==> config.mk <==
export PLATFORM = sky130hd
export DESIGN_NAME = pipelined_mult_hs_flat
export DESIGN_NICKNAME = d
export VERILOG_FILES = /design/src/rtl/pipelined_mult_hs_if.sv /design/src/rtl/pipelined_mult_hs.sv /design/src/flat_wrapper.sv
export SDC_FILE = /design/constraint.sdc
export NUM_CORES = 1
export LEC_CHECK = 0
export BUFFER_PORTS_ARGS = -buffer_cell sky130_fd_sc_hd__buf_2
export CORE_MARGIN = 2
export CORE_UTILIZATION = 44
export DETAILED_ROUTE_END_ITERATION = 7
export PLACE_DENSITY = 0.62
export SYNTH_ARGS = -nofsm -noshare
export SYNTH_HDL_FRONTEND = slang
export SYNTH_SLANG_ARGS = --single-unit
==> constraint.sdc <==
create_clock -name clk -period 6.4 [get_ports clk]
set_input_delay 0.64 -clock clk [delete_from_list [all_inputs] [get_ports clk]]
set_output_delay 0.64 -clock clk [all_outputs]
set_load 0.005 [all_outputs]
==> src/rtl/pipelined_mult_hs_if.sv <==
// Operand/product handshake bundle for pipelined_mult_hs.
// slave is the multiplier's view, master is the producer/consumer side.
interface pipelined_mult_hs_if #(
  parameter int W = 16
);
  logic           in_valid;
  logic           in_ready;
  logic [W-1:0]   in_a;
  logic [W-1:0]   in_b;
  logic           in_signed;
  logic           out_valid;
  logic           out_ready;
  logic [2*W-1:0] out_p;
  logic           busy;

  modport master (
    output in_valid, in_a, in_b, in_signed, out_ready,
    input  in_ready, out_valid, out_p, busy
  );

  modport slave (
    input  in_valid, in_a, in_b, in_signed, out_ready,
    output in_ready, out_valid, out_p, busy
  );
endinterface

==> src/rtl/pipelined_mult_hs.sv <==
// Three-stage valid/ready multiplier: operand magnitudes, half-width partial
// products, then sum and sign fix-up. The whole pipe stalls when the output is held.
module pipelined_mult_hs #(
  parameter int W = 16
) (
  input logic                clk,
  input logic                rst,
  pipelined_mult_hs_if.slave bus
);
  localparam int H = W / 2;

  logic           adv;
  logic           s1_valid, s2_valid, s3_valid;
  logic [W-1:0]   s1_a, s1_b;
  logic           s1_neg;
  logic [W-1:0]   s2_ll, s2_lh, s2_hl, s2_hh;
  logic           s2_neg;
  logic [2*W-1:0] s3_p;

  logic [W-1:0]   mag_a, mag_b;
  logic           neg_in;
  logic [2*W-1:0] sum, prod;

  assign adv          = !s3_valid || bus.out_ready;
  assign bus.in_ready = adv;
  assign bus.out_valid = s3_valid;
  assign bus.out_p    = s3_p;
  assign bus.busy     = s1_valid || s2_valid || s3_valid;

  // -2^(W-1) negates to itself, which read unsigned is the correct magnitude
  always_comb begin
    mag_a  = (bus.in_signed && bus.in_a[W-1]) ? -bus.in_a : bus.in_a;
    mag_b  = (bus.in_signed && bus.in_b[W-1]) ? -bus.in_b : bus.in_b;
    neg_in = bus.in_signed && (bus.in_a[W-1] ^ bus.in_b[W-1]);
  end

  always_comb begin
    sum  = (2*W)'(s2_ll)
         + ((2*W)'(s2_lh) << H)
         + ((2*W)'(s2_hl) << H)
         + ((2*W)'(s2_hh) << W);
    prod = s2_neg ? -sum : sum;
  end

  always_ff @(posedge clk or posedge rst) begin
    if (rst) begin
      s1_valid <= 1'b0;
      s2_valid <= 1'b0;
      s3_valid <= 1'b0;
      s1_a     <= '0;
      s1_b     <= '0;
      s1_neg   <= 1'b0;
      s2_ll    <= '0;
      s2_lh    <= '0;
      s2_hl    <= '0;
      s2_hh    <= '0;
      s2_neg   <= 1'b0;
      s3_p     <= '0;
    end else if (adv) begin
      s1_valid <= bus.in_valid;
      s2_valid <= s1_valid;
      s3_valid <= s2_valid;
      if (bus.in_valid) begin
        s1_a   <= mag_a;
        s1_b   <= mag_b;
        s1_neg <= neg_in;
      end
      if (s1_valid) begin
        s2_ll  <= W'(s1_a[H-1:0]) * W'(s1_b[H-1:0]);
        s2_lh  <= W'(s1_a[H-1:0]) * W'(s1_b[W-1:H]);
        s2_hl  <= W'(s1_a[W-1:H]) * W'(s1_b[H-1:0]);
        s2_hh  <= W'(s1_a[W-1:H]) * W'(s1_b[W-1:H]);
        s2_neg <= s1_neg;
      end
      if (s2_valid) begin
        s3_p <= prod;
      end
    end
  end
endmodule

==> src/flat_wrapper.sv <==
// flat-port wrapper written by rule: the top's interface ports become plain ports
module pipelined_mult_hs_flat 
#(
  parameter int W = 16
)
  (clk, rst, bus_in_valid, bus_in_a, bus_in_b, bus_in_signed, bus_out_ready, bus_in_ready, bus_out_valid, bus_out_p, bus_busy);
  pipelined_mult_hs_if #(.W(W)) bus_i ();
  input logic clk;
  input logic rst;
  input wire logic [$bits(bus_i.in_valid)-1:0] bus_in_valid;
  input wire logic [$bits(bus_i.in_a)-1:0] bus_in_a;
  input wire logic [$bits(bus_i.in_b)-1:0] bus_in_b;
  input wire logic [$bits(bus_i.in_signed)-1:0] bus_in_signed;
  input wire logic [$bits(bus_i.out_ready)-1:0] bus_out_ready;
  output wire logic [$bits(bus_i.in_ready)-1:0] bus_in_ready;
  output wire logic [$bits(bus_i.out_valid)-1:0] bus_out_valid;
  output wire logic [$bits(bus_i.out_p)-1:0] bus_out_p;
  output wire logic [$bits(bus_i.busy)-1:0] bus_busy;
  assign bus_i.in_valid = bus_in_valid;
  assign bus_i.in_a = bus_in_a;
  assign bus_i.in_b = bus_in_b;
  assign bus_i.in_signed = bus_in_signed;
  assign bus_i.out_ready = bus_out_ready;
  assign bus_in_ready = bus_i.in_ready;
  assign bus_out_valid = bus_i.out_valid;
  assign bus_out_p = bus_i.out_p;
  assign bus_busy = bus_i.busy;
  pipelined_mult_hs #(.W(W)) u_core (.clk(clk), .rst(rst), .bus(bus_i));
endmodule
; Word-level counts from Yosys, hierarchy flattened
; Cells that the tools add are included.
[totals]
word_cells = 36
in_bits = 37
reg_bits = 133
[op_classes]
n_reduce_logical = 10
multipliers = 4
n_addsub = 6
bitwise_logic = 1
muxes = 3
[op_table]
columns = op, n
row1 = 8-bit by 8-bit multiplier with 16-bit output, 4
row2 = 32-bit by 24-bit adder with 32-bit output, 1
row3 = 32-bit adder, 1
row4 = 16-bit two-way mux, 2
row5 = 32-bit two-way mux, 1
row6 = 16-bit negator, 2
row7 = 32-bit negator, 1
row8 = 16-bit by 24-bit adder with 25-bit output, 1
row9 = 2-bit AND reduction, 3
row10 = 1-bit logical AND, 3
row11 = 1-bit logical OR, 3
row12 = 1-bit logical NOT, 1
row13 = 1-bit bitwise XOR, 1

; Logic depth before layout (Yosys ltp)
[depth]
word_depth = 5
ltp_mapped = 26
ltp_nobuf = 24

; Worst setup path after synthesis
; OpenSTA, ideal clock, no wires.
[synth_path]
path_kind = reg-to-reg
startpoint = register u_core.s2_lh[0]
endpoint = register u_core.s3_p[27] (netlist: u_core.bus.out_p[27])
t_arrival_ns = 5.214
path_stages_with_launch = 26
path_buffers = 1
path_slack_ns = 1.057
setup_time_ns = 0.130
cell_sequence = dfrtp_1 > ha_1 > inv_1 > fa_1 > nor2b_1 > o21ai_0 > a21boi_0 > o21ai_0 > a21boi_0 > o21a_1 > o21ai_0 > nor2_1 > xnor2_1 > fa_1 > inv_1 > ha_1 > clkbuf_1 > a21oi_1 > a21oi_1 > a211oi_2 > xnor2_1 > or3_1 > or4_4 > o41ai_2 > xor2_1 > o21ai_1
[synth_between]
elab_chain_len = 5
[synth_lines]
columns = item, line_no
row1 = start: declaration, pipelined_mult_hs.sv:16  ; logic [W-1:0] s2_ll, s2_lh, s2_hl, s2_hh;
row2 = start signal: assignment, pipelined_mult_hs.sv:70  ; s2_lh <= W'(s1_a[H-1:0]) * W'(s1_b[W-1:H]);
row3 = 16-bit by 24-bit adder with 25-bit output *, pipelined_mult_hs.sv:39  ; + ((2*W)'(s2_lh) << H)
row4 = 32-bit by 24-bit adder with 32-bit output *, pipelined_mult_hs.sv:40  ; + ((2*W)'(s2_hl) << H)
row5 = 32-bit adder *, pipelined_mult_hs.sv:41  ; + ((2*W)'(s2_hh) << W);
row6 = 32-bit negator, pipelined_mult_hs.sv:42  ; prod = s2_neg ? -sum : sum;
row7 = 32-bit two-way mux *, pipelined_mult_hs.sv:42
row8 = end signal: assignment, pipelined_mult_hs.sv:76  ; s3_p <= prod;
row9 = end: declaration, pipelined_mult_hs.sv:18  ; logic [2*W-1:0] s3_p;
; Every way passes the cells marked *; elsewhere a longest branch is shown, timed or not.
; A chain may end at the register's enable or synchronous reset.

; Worst setup path in the final report
; Ends and elaborated chain as after synthesis.

==> metrics <==
Netlist cell types 73; Max stage delay on crit path 0.48 ns; slew margin rel. a little over a third; max_cap viols 0; outcome finished clean; Async S/R FF share, synth 100%; CTS max path bufs 2; CTS Hold Buffers Added 0; CP Launch Type flip-flop; CTS tree done; vias per cell just over 5; Worst path most repeated cell o21ai_0; Final Cycle Share about 90%; Final ANT Viol Nets 0; Area Overhead vs Synth 8.16%; ys flop type dfrtp_1; GRT met2 Usage 30.8%; Clock Latency Late Sink 0.43 ns; f_max 0.170 GHz; cell with the largest stage delay on the worst path fa_1; HPWL after DPL roughly 28000 µm; GP Congestion 0.838; setup tns final 0 ns; first-pass GRT wire length 60200 µm; synthesized net count 2252; worst endpoint required time 6.68 ns; CP Data Arrival Time approximately 6.2 ns; final net count approximately 2300; core footprint 36400 µm²; wire per inst 15.0 µm; Mapped Area 16200 µm²; drt first pass iters 4; total routed wirelength roughly 36000 µm; crit path cell chain ha_1, inv_1, fa_1, nor2b_1, o21ai_0, a21boi_0, o21ai_0, a21boi_0, o21a_1, o21ai_0, nor2_1, xnor2_1, fa_1, inv_1, ha_1, a21oi_1, a21oi_1, a211oi_2, xnor2_1, or3_1, or4_4, o41ai_2, xor2_1, o21ai_1; Seq/Total Area, Yosys 20.5%; skew final 0.0118 ns; Final Hold Fails 0; post-CTS resize count 0; DIE WIDTH 196 µm; RSZ-0062 raised after global routing no; DIE HEIGHT 196 µm; crit end category flip-flop; GR peak layer met2; Post-CTS Setup Inserts 0; worst reg2reg endpoint u_core.bus.out_p[27]$_DFFE_PP0P_; cell class contributing the biggest share of worst-path delay compound AO/OA/AOI/OAI gates; Ys Warns 0; Hold WC Path Type in2async; DIE AREA 38400 µm²; I/O Buffers 71; number of synthesized flops with an enable pin 0; minimum clock period 5.87 ns; r2r setup slk 0.53 ns; commonest cells in the netlist nand2_1 (285), inv_1 (253), ha_1 (181); Yosys top cell by area dfrtp_1; WS Path Type reg2reg; top cells by area, synth dfrtp_1 (21%), fa_1 (19%), ha_1 (14%), nand2_1 (6.6%), inv_1 (5.9%); H-tree depth 4; vias in the first global route between 10000 and 15000; largest net degree at the start of global routing 82; row cnt 70; share of the synthesized area in the top cell type 20.5%; gr ovfl total 0; count leader, synth nand2_1; drt drc 0; Inserted Clock Buffers 17; n_diodes 0; Vias 12400; Slew @ Worst Pin 0.947 ns; Tot GR Track Use about a fifth; initial antenna violation count 0; Initial Utilization roughly 44%; clk root buf clkbuf_16; Mapped Cells roughly 1900; crit-path max FO 9; met3 Usage GRT between 2 and 3%; reg2reg path depth 24; Worst-path clk slew around 0.060 ns; Yosys reg bits ~130; Final Max Tran Viols 0; DRT iter0 DRCs 698; syn_area_per_cell between 8 and 9 µm²; met1 GRT Util between 20 and 30%; setup violators final 0; reg-to-reg startpoint u_core.s2_lh[0]$_DFFE_PP0P_; clock sinks approximately 130; num ports 72; Crit path buffers/inverters 2; layout cells sized above 1 under 10%
[cell type report]
class	count	area, µm²
fillers	3557	18900
inverters	253	955
multi-input cells	1419	11700
clock inverters	13	124
well taps	468	586
repair buffers	84	453
flip-flops and latches	133	3330
clock buffers	18	439
[layer usage]
metal	share of wire, %	wire length (µm)
met3	3.9	1400
met5	0	0
met4	0.93	334
met1	50	18000
met2	45	16100
[placed cells by master, fill, tap and decap left out, types with 4 or more instances in the layout]
master,count
xnor2_1,55
o21bai_1,5
o41ai_1,8
o21ai_1,5
clkbuf_16,17
fa_1,154
or2_2,7
o21a_1,7
nor2b_1,15
o31ai_1,14
dfrtp_1,133
and2_1,139
inv_1,252
and3_1,10
nor4_1,4
xor2_1,66
nand4_1,9
ha_1,181
buf_4,13
o211ai_1,4
nand2b_1,13
inv_6,5
a21o_1,15
nand2_1,283
a21oi_1,46
nor3_1,20
a21boi_0,9
nor2_1,82
mux2_2,16
or3_1,8
a31oi_1,10
o21ai_0,142
buf_2,71
nand3_1,21
mux2i_1,6
[kinds of logic after synthesis]
group	after synthesis	share of synthesized area, %
AO/OA/AOI/OAI	308	11.9
XOR/XNOR	122	6.64
multiplexers	22	1.48
buffers and inverters	328	7.66
flip-flops	133	20.5
adder cells (fa/ha/maj)	335	33.0
AND/OR/NAND/NOR	632	18.8
[how the worst max path moves through the flow]
stage | slack [ns] | end | startpoint | cells past startpoint
after floorplan | 1.06 | u_core.bus.out_p[27]$_DFFE_PP0P_ | u_core.s2_lh[0]$_DFFE_PP0P_ | 25
final | 0.53 | u_core.bus.out_p[27]$_DFFE_PP0P_ | u_core.s2_lh[0]$_DFFE_PP0P_ | 24
after global routing | 0.06 | u_core.bus.out_p[27]$_DFFE_PP0P_ | u_core.s2_lh[0]$_DFFE_PP0P_ | 24
after CTS | 0.50 | u_core.bus.out_p[27]$_DFFE_PP0P_ | u_core.s2_lh[0]$_DFFE_PP0P_ | 24
after detailed placement | 0.53 | u_core.bus.out_p[27]$_DFFE_PP0P_ | u_core.s2_lh[0]$_DFFE_PP0P_ | 24
after global placement | 0.60 | u_core.bus.out_p[27]$_DFFE_PP0P_ | u_core.s2_lh[0]$_DFFE_PP0P_ | 24
[registers in the layout, summed over array words and instances (netlist names)]
name,cells
u_core.bus.out_valid,1
u_core.s1_neg,1
u_core.s2_ll,16
u_core.bus.out_p,32
u_core.s1_a,16
u_core.s1_b,16
u_core.s2_hh,16
u_core.s2_hl,16
u_core.s2_valid,1
u_core.s1_valid,1
u_core.s2_neg,1
u_core.s2_lh,16
[metrics by stage]
stage                     hold WS, ns  std cells  area (µm²)  util (%)  setup slack (ns)
after detailed placement        0.467       2357       17000      46.6             0.528
after CTS                       0.367       2388       17500      48.1             0.500
after global placement          0.459       2357       17000      46.6             0.599
after floorplan                 0.435       1880       16200         -              1.06
final                           0.336       2388       17500      48.1             0.534
after global routing            0.387       2388       17500      48.1            0.0566
Power is left out: the tool's default activity adds up to more than one toggle a clock period on the data nets, which glitch-free logic cannot reach.
